<file path="src/rtl/uart_host_ctrl.sv">
// Wishbone master that configures a 16550-style UART and then services it by polling LSR:
// received bytes are strobed out, and a one-byte holding register feeds the transmitter.
module uart_host_ctrl #(
  parameter logic [15:0] DIVISOR = 16'd27,
  parameter logic [7:0]  LCR_CFG = 8'h03,
  parameter logic [7:0]  FCR_CFG = 8'h07
) (
  input  logic        wb_clk_i,
  input  logic        wb_rst_i,
  output logic [4:0]  wbm_adr_o,
  output logic [31:0] wbm_dat_o,
  input  logic [31:0] wbm_dat_i,
  output logic [3:0]  wbm_sel_o,
  output logic        wbm_we_o,
  output logic        wbm_cyc_o,
  output logic        wbm_stb_o,
  input  logic        wbm_ack_i,
  input  logic        wbm_err_i,
  input  logic [7:0]  tx_data_i,
  input  logic        tx_valid_i,
  output logic        tx_ready_o,
  output logic [7:0]  rx_data_o,
  output logic        rx_valid_o,
  output logic        init_done_o,
  output logic        bus_err_o
);

  typedef enum logic [2:0] {
    LCR_DLAB, DLL, DLM, LCR, FCR, POLL, RX_RD, TX_WR
  } state_t;

  state_t      state;
  logic        tx_full;
  logic [7:0]  tx_byte;
  logic [7:0]  rd_byte;

  function automatic logic [4:0] reg_adr(input state_t s);
    case (s)
      LCR_DLAB, LCR:      return 5'd3;
      DLL, RX_RD, TX_WR:  return 5'd0;
      DLM:                return 5'd1;
      FCR:                return 5'd2;
      default:            return 5'd5;
    endcase
  endfunction

  function automatic logic reg_we(input state_t s);
    return !(s == POLL || s == RX_RD);
  endfunction

  function automatic logic [7:0] reg_wdata(input state_t s, input logic [7:0] held);
    case (s)
      LCR_DLAB: return 8'h80 | LCR_CFG;
      DLL:      return DIVISOR[7:0];
      DLM:      return DIVISOR[15:8];
      LCR:      return LCR_CFG;
      FCR:      return FCR_CFG;
      TX_WR:    return held;
      default:  return 8'h00;
    endcase
  endfunction

  // Byte lanes are big-endian within the 32-bit word: offset k%4 == 0 lives in bits [31:24].
  function automatic logic [3:0] lane_sel(input logic [4:0] adr);
    return 4'b1000 >> adr[1:0];
  endfunction

  function automatic logic [31:0] lane_put(input logic [4:0] adr, input logic [7:0] b);
    return {b, 24'h000000} >> {adr[1:0], 3'b000};
  endfunction

  function automatic logic [7:0] lane_get(input logic [4:0] adr, input logic [31:0] d);
    logic [31:0] w;
    w = d << {adr[1:0], 3'b000};
    return w[31:24];
  endfunction

  assign rd_byte = lane_get(wbm_adr_o, wbm_dat_i);

  always_ff @(posedge wb_clk_i) begin
    if (wb_rst_i) begin
      state       <= LCR_DLAB;
      wbm_cyc_o   <= 1'b0;
      wbm_stb_o   <= 1'b0;
      wbm_we_o    <= 1'b0;
      wbm_adr_o   <= 5'd0;
      wbm_sel_o   <= 4'd0;
      wbm_dat_o   <= 32'd0;
      tx_ready_o  <= 1'b0;
      tx_full     <= 1'b0;
      tx_byte     <= 8'h00;
      rx_valid_o  <= 1'b0;
      rx_data_o   <= 8'h00;
      init_done_o <= 1'b0;
      bus_err_o   <= 1'b0;
    end else begin
      rx_valid_o <= 1'b0;

      if (tx_valid_i && tx_ready_o) begin
        tx_full    <= 1'b1;
        tx_byte    <= tx_data_i;
        tx_ready_o <= 1'b0;
      end else begin
        tx_ready_o <= !tx_full;
      end

      // An idle bus always sits for one cycle before the current state's access is launched.
      if (!wbm_cyc_o) begin
        wbm_cyc_o <= 1'b1;
        wbm_stb_o <= 1'b1;
        wbm_we_o  <= reg_we(state);
        wbm_adr_o <= reg_adr(state);
        wbm_sel_o <= lane_sel(reg_adr(state));
        wbm_dat_o <= reg_we(state) ? lane_put(reg_adr(state), reg_wdata(state, tx_byte)) : 32'd0;
      end else if (wbm_ack_i || wbm_err_i) begin
        wbm_cyc_o <= 1'b0;
        wbm_stb_o <= 1'b0;
        wbm_we_o  <= 1'b0;
        wbm_adr_o <= 5'd0;
        wbm_sel_o <= 4'd0;
        wbm_dat_o <= 32'd0;
        if (wbm_err_i) begin
          // Errored access: state is kept so the same access is retried after the idle cycle.
          bus_err_o <= 1'b1;
        end else begin
          case (state)
            LCR_DLAB: state <= DLL;
            DLL:      state <= DLM;
            DLM:      state <= LCR;
            LCR:      state <= FCR;
            FCR: begin
              state       <= POLL;
              init_done_o <= 1'b1;
            end
            POLL: begin
              if (rd_byte[0])
                state <= RX_RD;
              else if (rd_byte[5] && tx_full)
                state <= TX_WR;
              else
                state <= POLL;
            end
            RX_RD: begin
              rx_data_o  <= rd_byte;
              rx_valid_o <= 1'b1;
              state      <= POLL;
            end
            TX_WR: begin
              tx_full    <= 1'b0;
              tx_ready_o <= 1'b1;
              state      <= POLL;
            end
            default:  state <= LCR_DLAB;
          endcase
        end
      end
    end
  end

endmodule

</file>
<file path="config.mk">
export PLATFORM = sky130hd
export DESIGN_NAME = uart_host_ctrl
export DESIGN_NICKNAME = d
export VERILOG_FILES = /design/src/rtl/uart_host_ctrl.sv
export SDC_FILE = /design/constraint.sdc
export NUM_CORES = 1
export LEC_CHECK = 0
export CAP_MARGIN = 40
export CORE_ASPECT_RATIO = 1.75
export CORE_MARGIN = 2
export CORE_UTILIZATION = 55
export CTS_CLUSTER_DIAMETER = 60
export DETAILED_ROUTE_END_ITERATION = 10
export DONT_BUFFER_PORTS = 1
export PLACE_DENSITY = 0.8
export SETUP_SLACK_MARGIN = 0.1
export SLEW_MARGIN = 20
export SYNTH_ARGS = -nofsm -noshare
export SYNTH_HDL_FRONTEND = slang
export SYNTH_SLANG_ARGS = --single-unit
</file>
<file path="constraint.sdc">
create_clock -name wb_clk_i -period 4.8 [get_ports wb_clk_i]
set_input_delay 0.72 -clock wb_clk_i [delete_from_list [all_inputs] [get_ports wb_clk_i]]
set_output_delay 0.72 -clock wb_clk_i [all_outputs]
set_load 0.02 [all_outputs]
</file>
==> results of run 1 <==
-- area by class of cell --
cell class | count | area [µm²]
tap | 51 | 63.8
timing repair buffer | 1 | 7.51
sequential | 66 | 1320
inverter | 3 | 11.3
multi-input combinational | 165 | 1100
clock inverter | 6 | 57.6
clock buffer | 10 | 128
fill | 394 | 1720
-- worst paths after layout --
kind | to | cells after the start
max reg2reg | wbm_dat_o[27] | 4
min | bus_err_o | 1
max | wbm_dat_o[27] | 4
min reg2reg | tx_byte[3] | 2
-- registers in the layout, indices dropped and copies added, names as in the netlist --
name / count
wbm_dat_o: 32
rx_data_o: 8
tx_byte: 8
wbm_sel_o: 4
state: 3
wbm_adr_o: 3
bus_err_o: 1
init_done_o: 1
rx_valid_o: 1
tx_full: 1
tx_ready_o: 1
wbm_cyc_o: 1
wbm_stb_o: 1
wbm_we_o: 1
-- metrics by stage --
step / std cells / total power [mW] / hold WS (ps) / area [µm²] / setup slack, ps
CTS: 302 / 1.08 / 435 / 2690 / 2790
floorplan: 251 / 0.647 / 436 / 2500 / 3070
finish: 302 / 1.07 / 449 / 2690 / 2800
global route: 302 / 1.11 / 435 / 2690 / 2600
detailed placement: 286 / 0.651 / 441 / 2500 / 2800
global placement: 285 / 0.649 / 436 / 2490 / 2540
-- kinds of logic after synthesis --
| logic type | count (synthesis) | share of synthesized area (%) |
|---|---|---|
| AO/OA/AOI/OAI | 48 | 11.8 |
| XOR/XNOR | 1 | 0.351 |
| buffers and inverters | 20 | 3.71 |
| flip-flops | 66 | 52.9 |
| multiplexers | 17 | 11.7 |
| other | 1 | 0.150 |
| AND/OR/NAND/NOR | 97 | 19.3 |
-- routing by layer --
metal / up-vias / GRT usage [%]
met2: 62 / 38.1
met3: 6 / 8.31
met4: 0 / 8.54
met5: - / 0
met1: 799 / 21.6
li1: 849 / -
-- cells in the final DEF (no fill, tap or decap) --
master / instances
nand2_1: 30
o21ai_0: 5
nor3_4: 1
nor2_1: 28
bufinv_16: 1
dfxtp_1: 66
mux4_1: 6
nand4b_1: 1
a211o_1: 1
mux4_2: 2
o21a_1: 1
inv_1: 2
a2bb2oi_1: 2
nand3_1: 4
clkbuf_1: 1
nor3b_2: 1
nand3b_1: 1
a31oi_1: 1
nor3_1: 1
mux2i_1: 9
and2_1: 19
inv_2: 1
clkbuf_8: 9
a21oi_2: 1
nor3_2: 1
o22a_1: 1
nor4_2: 1
xnor2_1: 1
nand2b_1: 3
nor2_4: 1
a22oi_1: 13
clkinv_2: 4
conb_1: 2
clkinvlp_4: 1
a21oi_1: 23
nor2b_1: 4
buf_4: 1
nand3_2: 1
-- worst max-delay path, delay by kind of cell, from the launching register on --
| family | cells | cell delay, ps |
|---|---|---|
| flops | 1 | 720 |
| simple gates | 1 | 660 |
| compound gates | 2 | 360 |
| buf+inv | 1 | 190 |
-- power breakdown --
part           switching, mW  internal, mW  total, mW  leakage (nW)
Sequential            0.0266         0.561      0.587         0.536
Combinational         0.0243        0.0264     0.0507         0.333
Clock                  0.201         0.236      0.437        0.0958
==> flow_summary.ini, run 1 <==
[status]
status = complete, no violations

[yosys]
ys_top_cells_by_count = dfxtp_1, nand2_1, nor2_1
netlist_area_um2 = 2500
ys_warn_count = 0
yosys.cell_types.count = 36
yosysTopAreaCellShare_pct = 52.9
synth_area_leaders = dfxtp_1, mux4_1, and2_1
syn_inst = 250
yosysTopAreaCell = dfxtp_1
async_reset_ff_share_pct = 0
synth_most_common_cell = dfxtp_1
synth-edff-count = 0
synth-seq-cells = 66
yosysSeqAreaShare_pct = 52.9
postSynthAreaPerCell_um2 = 9.99
synth_ff_type = dfxtp_1

[route]
dr.pass1.iters = 4
top_layer = met4
met3_length_um = 384
vias_per_cell = 5.68
finalWirelength_mm = 5.12
drtAntennaViolNets = 0
drc = 0
wl_met1_mm = 1.85
wire_per_inst_um = 17.0
vias = 1716
wl_met2_mm = 2.82
drt-initial-drc-count = 23

[setup_path]
path_cells = inv_2 -> nor3_4 -> a22oi_1 -> a21oi_1
timing.rr.start = wbm_cyc_o
cp-end-kind = register
slowest_delay_ps = 720
cp.required_ps = 5070
critical_path_arrival_ps = 2270
crit_path_max_fanout = 21
startpoint_type = register
crit_start = wbm_cyc_o
timing_worst_setup_path_type = reg2reg
r2r_slack_ps = 2800
cp_slowest_cell = dfxtp_1

[cts]
cts_tree = yes
postCtsSetupBuffers = 0
h-tree-depth = 3
cts_root_buf = clkbuf_8
clk_latency_ps = 330
clk_path_buf_depth = 2
numCtsBuffers = 9
cts_resized = 0
hold_buffers = 0
cts.sinks = 66
cts.reportedPaths.clkPinSlew_ps = 70

[timing]
rsz0062_at_grt = false
setup_violations = 0
maxSlewViolCount = 0
finClkSkew_ps = 4.77
maxSlewHeadroom_pct = 46.3
tightest_slew_ps = 803
period_needed_ps = 2000
post-route-period-util_pct = 41.8
fmax_ghz = 0.499
finalHoldViolCount = 0
finalSetupTns_ps = 0

[cells_and_area]
diodes = 0
area.growth.synth_to_final_pct = 7.62
final_layout_size_suffix_gt1_share_pct = 10.4
fin_nets = 291
postLayoutCoreUtil_pct = 61.0

[floorplanning]
die_y_um = 93.1
core_area_um2 = 4400
ios = 101
die_area_um2 = 5120
rows = 32
initial_core_util_pct = 56.7
dieWidth_um = 54.9

[global_routing]
grt_pass1_vias = 1711
grt_overflow = 0
grt_first_pass_wirelength_mm = 7.98
grt_max_degree = 48
antenna_found_initial = 0
grtUsageTotal_pct = 21.7

[hold_path]
hold_start = wb_rst_i
min_path_type = in2reg

[pwr]
ir_drop_mv = 0.310
leakagePower_nw = 0.965
powerDensity_nw_per_um2 = 400

[placement]
dp_hpwl_mm = 3.71
place_congestion = 0.884
numPortBuffers = 0

[flow_run]
drv_cap = 0
Note: power is estimated with default switching activity, not from simulation.
==> inputs of run 2 (changes only) <==
==> constraint.sdc (replaced) <==
create_clock -name wb_clk_i -period 2 [get_ports wb_clk_i]
set_input_delay 0.3 -clock wb_clk_i [delete_from_list [all_inputs] [get_ports wb_clk_i]]
set_output_delay 0.3 -clock wb_clk_i [all_outputs]
set_load 0.02 [all_outputs]
==> flow_summary.ini, run 2 (same netlist as run 1, synthesis figures left out) <==
[status]
status = complete, no violations

[pwr]
ir_drop_mv = 0.711
finalPower_mw = 2.60
powerDensity_nw_per_um2 = 953
leakagePower_nw = 0.994

[cts]
clk_path_buf_depth = 2
postCtsSetupBuffers = 0
cts_root_buf = clkbuf_8
h-tree-depth = 3
cts_tree = yes
hold_buffers = 0
cts.sinks = 66
cts_resized = 0
cts.reportedPaths.clkPinSlew_ps = 70
clk_latency_ps = 330
numCtsBuffers = 9

[floorplanning]
initial_core_util_pct = 56.7
die_area_um2 = 5120
die_y_um = 93.1
rows = 32
core_area_um2 = 4400
ios = 101
dieWidth_um = 54.9

[setup_path]
cp.required_ps = 2210
crit_path_max_fanout = 8
critical_path_arrival_ps = 1810
startpoint_type = register
ff2ff_path_depth = 4
timing_worst_setup_path_type = reg2reg
cp-end-kind = register

[route]
vias_per_cell = 5.76
drtAntennaViolNets = 0
drt-initial-drc-count = 38
wire_per_inst_um = 17.6
finalWirelength_mm = 5.41
vias = 1769
dr.pass1.iters = 4
drc = 0

[cells_and_area]
largest_register_ffs = 32
fin_nets = 297
area.growth.synth_to_final_pct = 9.17
regMostFlops = wbm_dat_o
diodes = 0
final.fill_count = 386
final_cell_mix = dfxtp_1, nand2_1, nor2_1, a21oi_1, and2_1
final_layout_size_suffix_gt1_share_pct = 11.7
final_common_cell = dfxtp_1
top_regs = wbm_dat_o (32), rx_data_o (8), tx_byte (8)

[placement]
numPortBuffers = 0
dp_hpwl_mm = 3.93
place_congestion = 0.901

[global_routing]
antenna_found_initial = 0
grt_overflow = 0
grt_max_degree = 48
grt_pass1_vias = 1952
grtUsageTotal_pct = 23.1
grt_first_pass_wirelength_mm = 8.53

[hold_path]
holdPathStages = 1
min_path_type = in2reg

[timing]
hold_ws_ps = 39.7
finClkSkew_ps = 7.65
rsz0062_at_grt = false
fmax_ghz = 0.627
setup_violations = 0
finalHoldViolCount = 0
period_needed_ps = 1590
post-route-period-util_pct = 79.7
finalSetupTns_ps = 0
maxSlewViolCount = 0

[flow_run]
drv_cap = 0
-- run 2: cell types whose count changed in the layout (fill, tap and decap cells not counted), sizes merged --
cell and change:
clkinv -2, clkinvlp -1, clkbuf +2, buf +6
-- run 2: path summary, 6_finish.rpt --
path                start            to  slack (ps)
max          wbm_adr_o[0]  rx_data_o[7]         410
min reg2reg    tx_byte[2]    tx_byte[2]         450
max reg2reg  wbm_adr_o[0]  rx_data_o[7]         410
min              wb_rst_i     bus_err_o          40
-- run 2: power breakdown --
group / switching, mW / internal [mW] / total, mW
clock network: 0.455 / 0.600 / 1.06
registers: 0.0453 / 1.35 / 1.39
logic: 0.0791 / 0.0710 / 0.150
total: 0.580 / 2.02 / 2.60
-- run 2: per-stage QoR --
stage	instance area [µm²]	cells	setup WS [ps]	utilization, %
4_1_cts	2730	307	405	61.9
6_report	2730	307	405	61.9
3_3_place_gp	2540	292	504	57.7
5_1_grt	2730	307	335	61.9
2_1_floorplan	2500	251	324	-
3_5_place_dp	2540	292	496	57.7
-- run 2: final cells by class --
type	instances	area, µm²	area share (%)
sequential	66	1320	48.5
multi-input combinational	165	1090	40.1
clock buffer	12	145	5.32
tap	51	63.8	2.34
timing repair buffer	7	52.6	1.93
clock inverter	3	40.0	1.47
inverter	3	11.3	0.413
-- run 2: metal layers --
layer  vias up  track usage [%]  routed length [µm]
li1        864                -                   -
met1       834             22.2                1940
met2        62             42.0                3070
met3         9             5.91                 307
met4         0             11.6                  99
met5         -                0                   0
-- run 2: critical path, stage by stage, from the launching register on --
cell     delay [ps]
dfxtp_1         390
buf_4           240
mux4_1          580
mux2i_1         200
nor2_1           70
